`config.mk`:
```
export PLATFORM = sky130hd
export DESIGN_NAME = mod_74x165_tx
export DESIGN_NICKNAME = d
export VERILOG_FILES = /design/src/rtl/mod_74x165_tx.sv
export SDC_FILE = /design/constraint.sdc
export NUM_CORES = 1
export LEC_CHECK = 0
export CAP_MARGIN = 20
export CORE_MARGIN = 2
export CORE_UTILIZATION = 50
export CTS_CLUSTER_DIAMETER = 60
export DETAILED_ROUTE_END_ITERATION = 7
export GPL_ROUTABILITY_DRIVEN = 0
export PLACE_DENSITY = 0.8
export SKIP_CTS_REPAIR_TIMING = 1
export SLEW_MARGIN = 15
export SYNTH_ARGS = -nofsm -noshare
export SYNTH_HDL_FRONTEND = slang
export SYNTH_SLANG_ARGS = --single-unit
```
`constraint.sdc`:
```
create_clock -name CLK -period 4.31 [get_ports CLK]
set_input_delay 0.862 -clock CLK [delete_from_list [all_inputs] [get_ports CLK]]
set_output_delay 0.862 -clock CLK [all_outputs]
set_load 0.01 [all_outputs]
```
`src/rtl/mod_74x165_tx.sv`:
```
// 74x165-style parallel-in/serial-out transmitter.
// A word is loaded over a valid/ready handshake and shifted out MSB first,
// one bit per non-inhibited clock. A one-cycle LATCH pulse follows the last
// bit so a downstream 74x595-style receiver can transfer its shift register.
//
// state    | meaning
// ---------+-----------------------------------------------------------
// ST_IDLE  | READY high; SR holds, so QH keeps the last shifted value
// ST_SHIFT | frame in flight; one bit consumed per edge with CLK_INH low
// ST_LATCH | single cycle with LATCH high; then back to ST_IDLE
module mod_74x165_tx #(
  parameter int WIDTH = 8
) (
  input  logic             CLK,
  input  logic             RST,
  input  logic [WIDTH-1:0] D,
  input  logic             VALID,
  output logic             READY,
  input  logic             SER,
  input  logic             CLK_INH,
  output logic             QH,
  output logic             QH_N,
  output logic             BIT_STB,
  output logic             LATCH,
  output logic             BUSY
);

  localparam int CW = $clog2(WIDTH);
  localparam logic [CW-1:0] CNT_LAST = CW'(WIDTH - 1);

  typedef enum logic [1:0] {
    ST_IDLE  = 2'd0,
    ST_SHIFT = 2'd1,
    ST_LATCH = 2'd2
  } state_t;

  state_t           state_q, state_d;
  logic [WIDTH-1:0] sr_q, sr_d;
  logic [CW-1:0]    cnt_q, cnt_d;
  logic             ready_q, ready_d;
  logic             latch_q, latch_d;
  logic             shift_q, shift_d;

  // Next-state decode; status flags are derived from the next state so they
  // can be registered alongside it and never depend on VALID or D directly.
  always_comb begin
    state_d = state_q;
    sr_d    = sr_q;
    cnt_d   = cnt_q;
    case (state_q)
      ST_IDLE: begin
        if (VALID) begin
          sr_d    = D;
          cnt_d   = '0;
          state_d = ST_SHIFT;
        end
      end
      ST_SHIFT: begin
        if (!CLK_INH) begin
          sr_d = {sr_q[WIDTH-2:0], SER};
          if (cnt_q == CNT_LAST) begin
            cnt_d   = '0;
            state_d = ST_LATCH;
          end else begin
            cnt_d = cnt_q + CW'(1);
          end
        end
      end
      ST_LATCH: begin
        state_d = ST_IDLE;
      end
      default: begin
        state_d = ST_IDLE;
      end
    endcase
    ready_d = (state_d == ST_IDLE);
    latch_d = (state_d == ST_LATCH);
    shift_d = (state_d == ST_SHIFT);
  end

  // State, shift register, bit counter and registered status flags.
  always_ff @(posedge CLK or posedge RST) begin
    if (RST) begin
      state_q <= ST_IDLE;
      sr_q    <= '0;
      cnt_q   <= '0;
      ready_q <= 1'b1;
      latch_q <= 1'b0;
      shift_q <= 1'b0;
    end else begin
      state_q <= state_d;
      sr_q    <= sr_d;
      cnt_q   <= cnt_d;
      ready_q <= ready_d;
      latch_q <= latch_d;
      shift_q <= shift_d;
    end
  end

  // An inhibited cycle holds the current bit, so it must not be strobed.
  assign BIT_STB = shift_q & ~CLK_INH;
  assign READY   = ready_q;
  assign BUSY    = ~ready_q;
  assign LATCH   = latch_q;
  assign QH      = sr_q[WIDTH-1];
  assign QH_N    = ~sr_q[WIDTH-1];

endmodule

```
# Yosys cells after proc, flatten, opt, wreduce, memory -nomap -nowiden
# Index checks and enable logic that the tools add are counted.
# word_totals
register_bits	16
inputBits	13
wordCells	32
# classes
n_addsub	1
eq_ne	6
n_mux	11
n_bitwise	4
reduce_logical	4
# op_table
cell	n
8-bit two-way mux	2
8-bit one-hot mux with 2 select lines	1
3-bit two-way mux	3
2-bit two-way mux	3
3-bit one-hot mux with 2 select lines	1
2-bit by 1-bit == test with 1-bit output (second input constant)	2
2-bit logical NOT	2
2-bit inequality test (second input constant)	2
2-bit one-hot mux with 2 select lines	1
3-bit by 1-bit adder with 3-bit output (second input constant)	1
3-bit == test (second input constant)	1
1-bit inverter	3
3-bit AND reduction	1
2-bit == test (second input constant)	1
2-bit nonzero test	1
1-bit AND	1

# Logic depth before layout (Yosys ltp)
# Gate-level depths: netlist (run 1).
# logic_depth
depth_word	5
ltp_mapped	5
mapped_depth_nobuf	5

# Worst setup path after synthesis (run 1)
# No wires, ideal clock.
# synth_path
path_type	in2out
startpoint	input CLK_INH
endpoint	output BIT_STB
t_arrival_ns	1.040
t_required_ns	3.448
path_slack_ns	2.408
stages	1
path_buffers	0
cell_sequence	nor2b_1
# synth_between
elab_chain_cells	2
# synth_lines
element	line_no	source
start, declared	20	input logic CLK_INH,
1-bit inverter	101	assign BIT_STB = shift_q & ~CLK_INH;
1-bit AND	101	
end, declared	23	output logic BIT_STB,
# Every way passes these cells.

# Final worst setup path (run 1)
# Ends and elaborated chain as after synthesis.

==> reports/metrics.csv, run 1 <==
metric,value,unit
status,"finished, final reports clean",
number of fill cells,112,
CP Capture Type,output port,
Max-cap violations,0,
initial antenna violation count,0,
Ys Warns,0,
drt via density,5.20,
Final period util,0.664,
Core Region,1490,um^2
R2R depth,3,
crit path DAT,2.00,ns
layout cells sized above 1,0.244,
post-route ant nets,0,
Multi-input gate area,350,um^2
fmax,0.349,GHz
Final nets,94,
Critical R2R Launch,state_q[1],
Clock Latency Late Sink,0.29,ns
maximum VDD drop,0.316,mV
Setup TNS Final,0,ns
final wirelength,1250,um
total gr overflow,0,
CP endpoint,BIT_STB,
setup violators final,0,
number of diodes,0,
CTS Buf Count,3,
CTS Sinks,16,
chip height,43.7,um
Die Wd,43.7,um
die area,1910,um^2
H-tree depth,1,
power density of the placed cells,676,nW/um^2
Initial Util,0.530,
Inst Count DP,90,
fin cells,94,
Rows,14,
Max Root-Sink Buffers,2,
first-pass GRT wire length,2100,um
synthesized area,790,um^2
Worst Tran Pin Value,0.576,ns
routed len/inst,13.3,um
DRT iter0 DRCs,3,
Synth cell types,19,
Overall Global Routing Usage,0.158,
startpoint types,primary input,
input/output buffers,18,
sequential element share of the synthesized area,0.509,
RSZ-0062 raised after global routing,no,
skew final,0.0159,ns
Hold Crit Class,reg2reg,
worst r2r dst,sr_q[2],
Hold Fails Final Rpt,0,
crit path from,CLK_INH,
syn avg cell area,13.9,um^2
Pins Over Slew Limit,0,
leakage,0.447,nW
Setup CP Type,in2out,
post-route minimum period,2.86,ns
CTS tree,yes,
Worst slew margin,0.616,
cells after synthesis,57,
clk slew on worst S/H paths,0.08,ns
largest net degree at the start of global routing,17,
crit path max fanout,5,
"flops & latches, synth",16,
worst path required time,3.45,ns
Syn Nets,72,
"reg-to-reg slack, setup",2.84,ns
root buffer cell,clkbuf_4,
I/O Pins,19,
vias after detailed routing,489,
DP HPWL,923,um
storage element area,402,um^2
DRT Pass-1 Iters,4,
Layout area overhead,27.3,%
vias in the first global route,487,
drt drc,0,
min-delay src,cnt_q[1],
report_power, final:
| part | total [mW] | leakage, nW | internal (mW) | switching (mW) |
|---|---|---|---|---|
| Combinational | 0.341 | 0.244 | 0.218 | 0.123 |
| Sequential | 0.257 | 0.187 | 0.221 | 0.0360 |
| Clock | 0.0820 | 0.0150 | 0.0360 | 0.0460 |
registers in the layout, indices dropped and copies added (netlist names):
register	flops
sr_q	8
cnt_q	3
state_q	2
LATCH	1
READY	1
shift_q	1
area by class of cell:
cell class	instances	area share
inverter	5	0.0187
clock buffer	4	0.0262
sequential	16	0.400
tap	16	0.0199
multi-input combinational	34	0.349
timing repair buffer	19	0.187
cells in the mapped netlist (all sizes together):
cell type | count | area [um^2]
buf | 2 | 18.8
nor3b | 3 | 22.5
nor2b | 1 | 6.26
nor3 | 1 | 5.00
mux2i | 2 | 20.0
dfstp | 1 | 26.3
ha | 2 | 25.0
nand2b | 3 | 21.3
mux2 | 17 | 221
inv | 5 | 18.8
a31oi | 2 | 12.5
a21oi | 1 | 5.00
o21bai | 1 | 7.51
nor2 | 1 | 3.75
dfrtp | 15 | 375
worst min path at each step:
stage	end	slack, ns	depth (start not counted)
6_report	cnt_q[1]	0.49	1
5_1_grt	cnt_q[1]	0.53	1
4_1_cts	cnt_q[1]	0.50	1
3_5_place_dp	cnt_q[1]	0.48	1
3_3_place_gp	cnt_q[1]	0.47	1
2_1_floorplan	cnt_q[1]	0.46	1
metal layers:
layer / share of wire / global-route usage / routed length [um] / up-vias
met3: 0.054 / 0.0250 / 67 / 4
met5: 0 / 0 / 0 / -
li1: - / - / - / 243
met2: 0.47 / 0.229 / 587 / 15
met4: 0.026 / 0.127 / 32 / 0
met1: 0.45 / 0.209 / 564 / 227
cell usage in the layout, fill, tap and decap left out, drive strengths merged:
cell type / instances
dfstp: 1
mux2: 17
o21bai: 1
ha: 2
nand2b: 3
buf: 1
inv: 5
clkbuf: 4
nor3b: 3
a31oi: 2
nor2b: 1
dfrtp: 15
a21oi: 1
mux2i: 2
nor2: 1
clkdlybuf4s50: 18
nor3: 1
cell families (layout without fill, tap and decap cells):
kind of cell / Yosys count / count (layout) / share of synthesized area
mux: 19 / 19 / 0.306
compound gates: 4 / 4 / 0.0317
simple gates: 9 / 9 / 0.0745
fa+ha+maj: 2 / 2 / 0.0317
buf+inv: 7 / 28 / 0.0475
flops: 16 / 16 / 0.509
worst max-delay path, stage by stage:
cell and delay [ns]:
clkdlybuf4s50_1 0.47, nor2b_1 0.13, clkdlybuf4s50_1 0.54
through the flow:
| stage | utilization | hold slack (ns) | instance area (um^2) | total power [mW] | setup slack (ns) |
|---|---|---|---|---|---|
| finish | 0.675 | 0.495 | 1000 | 0.680 | 1.45 |
| global route | 0.675 | 0.529 | 1000 | 0.730 | 1.39 |
| CTS | 0.675 | 0.501 | 1000 | 0.690 | 1.44 |
| detailed placement | 0.657 | 0.482 | 978 | 0.608 | 1.44 |
| global placement | 0.657 | 0.472 | 978 | 0.595 | 1.46 |
| floorplan | - | 0.462 | 790 | 0.525 | 2.41 |
(Power assumes the default switching activity.)
==> run 2: changes to the inputs <==
Settings changed: CORE_UTILIZATION 50 to 42, PLACE_DENSITY 0.8 to 0.72.
Clock period 4.31 ns to 2.4 ns, I/O delays scaled along.
==> reports/metrics.csv, run 2 (synthesis gave the netlist of run 1 again) <==
metric,value,unit,change
status,"finished, final reports clean",,
cell breakdown of the critical path,clkdlybuf4s50_1 > nor2b_1 > clkdlybuf4s50_1,,
CTS tree,yes,,
Hold Fails Final Rpt,0,,unchanged
Worst slew margin,0.611,,-0.00488
number of diodes,0,,unchanged
vias after detailed routing,515,,+5.3%
Overall Global Routing Usage,0.137,,-0.0216
maximum VDD drop,0.651,mV,+110%
CTS Buf Count,3,,unchanged
drt drc,0,,unchanged
Clock Latency Late Sink,0.28,ns,about the same
Worst Tran Pin Value,0.583,ns,+0.00731 ns
Critical R2R Launch,state_q[0],,
Rows,15,,+1
setup violators final,0,,unchanged
Hold Crit Class,reg2reg,,
H-tree depth,1,,unchanged
Die Wd,47.4,um,+8.3%
skew final,0.00121,ns,-0.0147 ns
Layout area overhead,30.9,%,
leakage,0.458,nW,+2.4%
vias in the first global route,498,,+2.3%
"commonest non-fill, non-tap cell in the layout",clkdlybuf4s50_1,,
Initial Util,0.452,,-0.0779
Setup CP Type,in2out,,
CP endpoint,BIT_STB,,
placed inst area,997,um^2,+1.9%
Final period util,0.883,,
"reg-to-reg slack, setup",0.90,ns,-1.94 ns
crit-path leading delay family,buffers and inverters,,
number of fill cells,156,,+39%
post-route minimum period,2.12,ns,
startpoint types,primary input,,
worst path buffer plus inverter count,2,,unchanged
routed len/inst,11.5,um,-14%
I/O Pins,19,,unchanged
layout cells sized above 1,0.266,,+0.0222
RSZ-0062 raised after global routing,no,,
Core Region,1750,um^2,+17%
critical path's slowest cell,clkdlybuf4s50_1,,
worst path required time,1.92,ns,-1.53 ns
largest net degree at the start of global routing,17,,unchanged
CP Depth,3,,unchanged
DP HPWL,916,um,-0.79%
R2R depth,3,,unchanged
worst r2r dst,sr_q[0],,
Worst path max stage delay,0.54,ns,about the same
Max-cap violations,0,,unchanged
chip height,47.4,um,+8.3%
drt via density,4.95,,-4.8%
post-route ant nets,0,,unchanged
"Power, Total",1.26,mW,+86%
die area,2240,um^2,+17%
total gr overflow,0,,unchanged
max FFs per register,8,,unchanged
root buffer cell,clkbuf_4,,
CTS Sinks,16,,unchanged
Final nets,95,,+1.1%
crit path from,CLK_INH,,
most flop-heavy register,sr_q,,
Max Root-Sink Buffers,2,,unchanged
Setup TNS Final,0,ns,unchanged
most numerous cell on the critical path,clkdlybuf4s50_1,,
power density of the placed cells,1220,nW/um^2,+81%
fmax,0.472,GHz,
most frequent cells in the layout,"clkdlybuf4s50_1, dfrtp_1, mux2_4",,
DRT iter0 DRCs,3,,unchanged
worst hold slack,0.502,ns,+0.00760 ns
design area,1030,um^2,+2.9%
DRT Pass-1 Iters,2,,-2
biggest regs,"sr_q (8), cnt_q (3), state_q (2)",,
CP Capture Type,output port,,
crit path DAT,1.64,ns,-0.36 ns
initial antenna violation count,0,,unchanged
input/output buffers,18,,unchanged
final wirelength,1200,um,-4.3%
clk slew on worst S/H paths,0.09,ns,about the same
first-pass GRT wire length,2000,um,-4.9%
Pins Over Slew Limit,0,,unchanged
crit path max fanout,5,,unchanged
Layout Utilization,0.592,,-0.0827
==> run 2: cell count changes in the layout (fill, tap and decap cells not counted) <==
cell / change
clkbuf_1: -1
clkbuf_8: +1
buf_4: +1
==> run 2: layout make-up <==
type,instances,area (um^2),share of cell area
sequential,16,402,0.389
clock buffer,4,36.3,0.0351
multi-input combinational,34,350,0.339
timing repair buffer,20,195,0.189
tap,25,31.3,0.0303
inverter,5,18.8,0.0182
==> run 2: worst reg2reg max path, stage by stage (launching register included) <==
cell and delay (ns):
dfrtp_1 0.45, nand2b_2 0.31, mux2_2 0.38, mux2_2 0.26
==> run 2: power breakdown <==
group	total [mW]	internal [mW]	switching (mW)
combinational	0.626	0.401	0.225
clock	0.173	0.0923	0.0811
sequential	0.463	0.396	0.0665
total	1.26	0.890	0.372
==> run 2: worst min-delay path by stage <==
stage / from / to / slack (ns) / cells past startpoint
global placement: cnt_q[1] / cnt_q[1] / 0.47 / 1
detailed placement: cnt_q[1] / cnt_q[1] / 0.48 / 1
floorplan: RST / LATCH / 0.39 / 1
CTS: cnt_q[1] / cnt_q[1] / 0.51 / 1
finish: cnt_q[2] / cnt_q[2] / 0.50 / 1
global route: cnt_q[1] / cnt_q[1] / 0.53 / 1
==> run 2: metal layers <==
layer	GRT usage	wire length, um	up-vias
met3	0.0654	77	2
li1	-	-	243
met4	0.0944	15	0
met1	0.139	518	255
met5	0	0	-
met2	0.219	586	15
==> run 2: through the flow <==
step           worst slack (ns)  cells
2_1_floorplan             0.969     57
3_3_place_gp              0.324    100
3_5_place_dp              0.272    100
4_1_cts                   0.267    104
5_1_grt                   0.238    104
6_report                  0.281    104
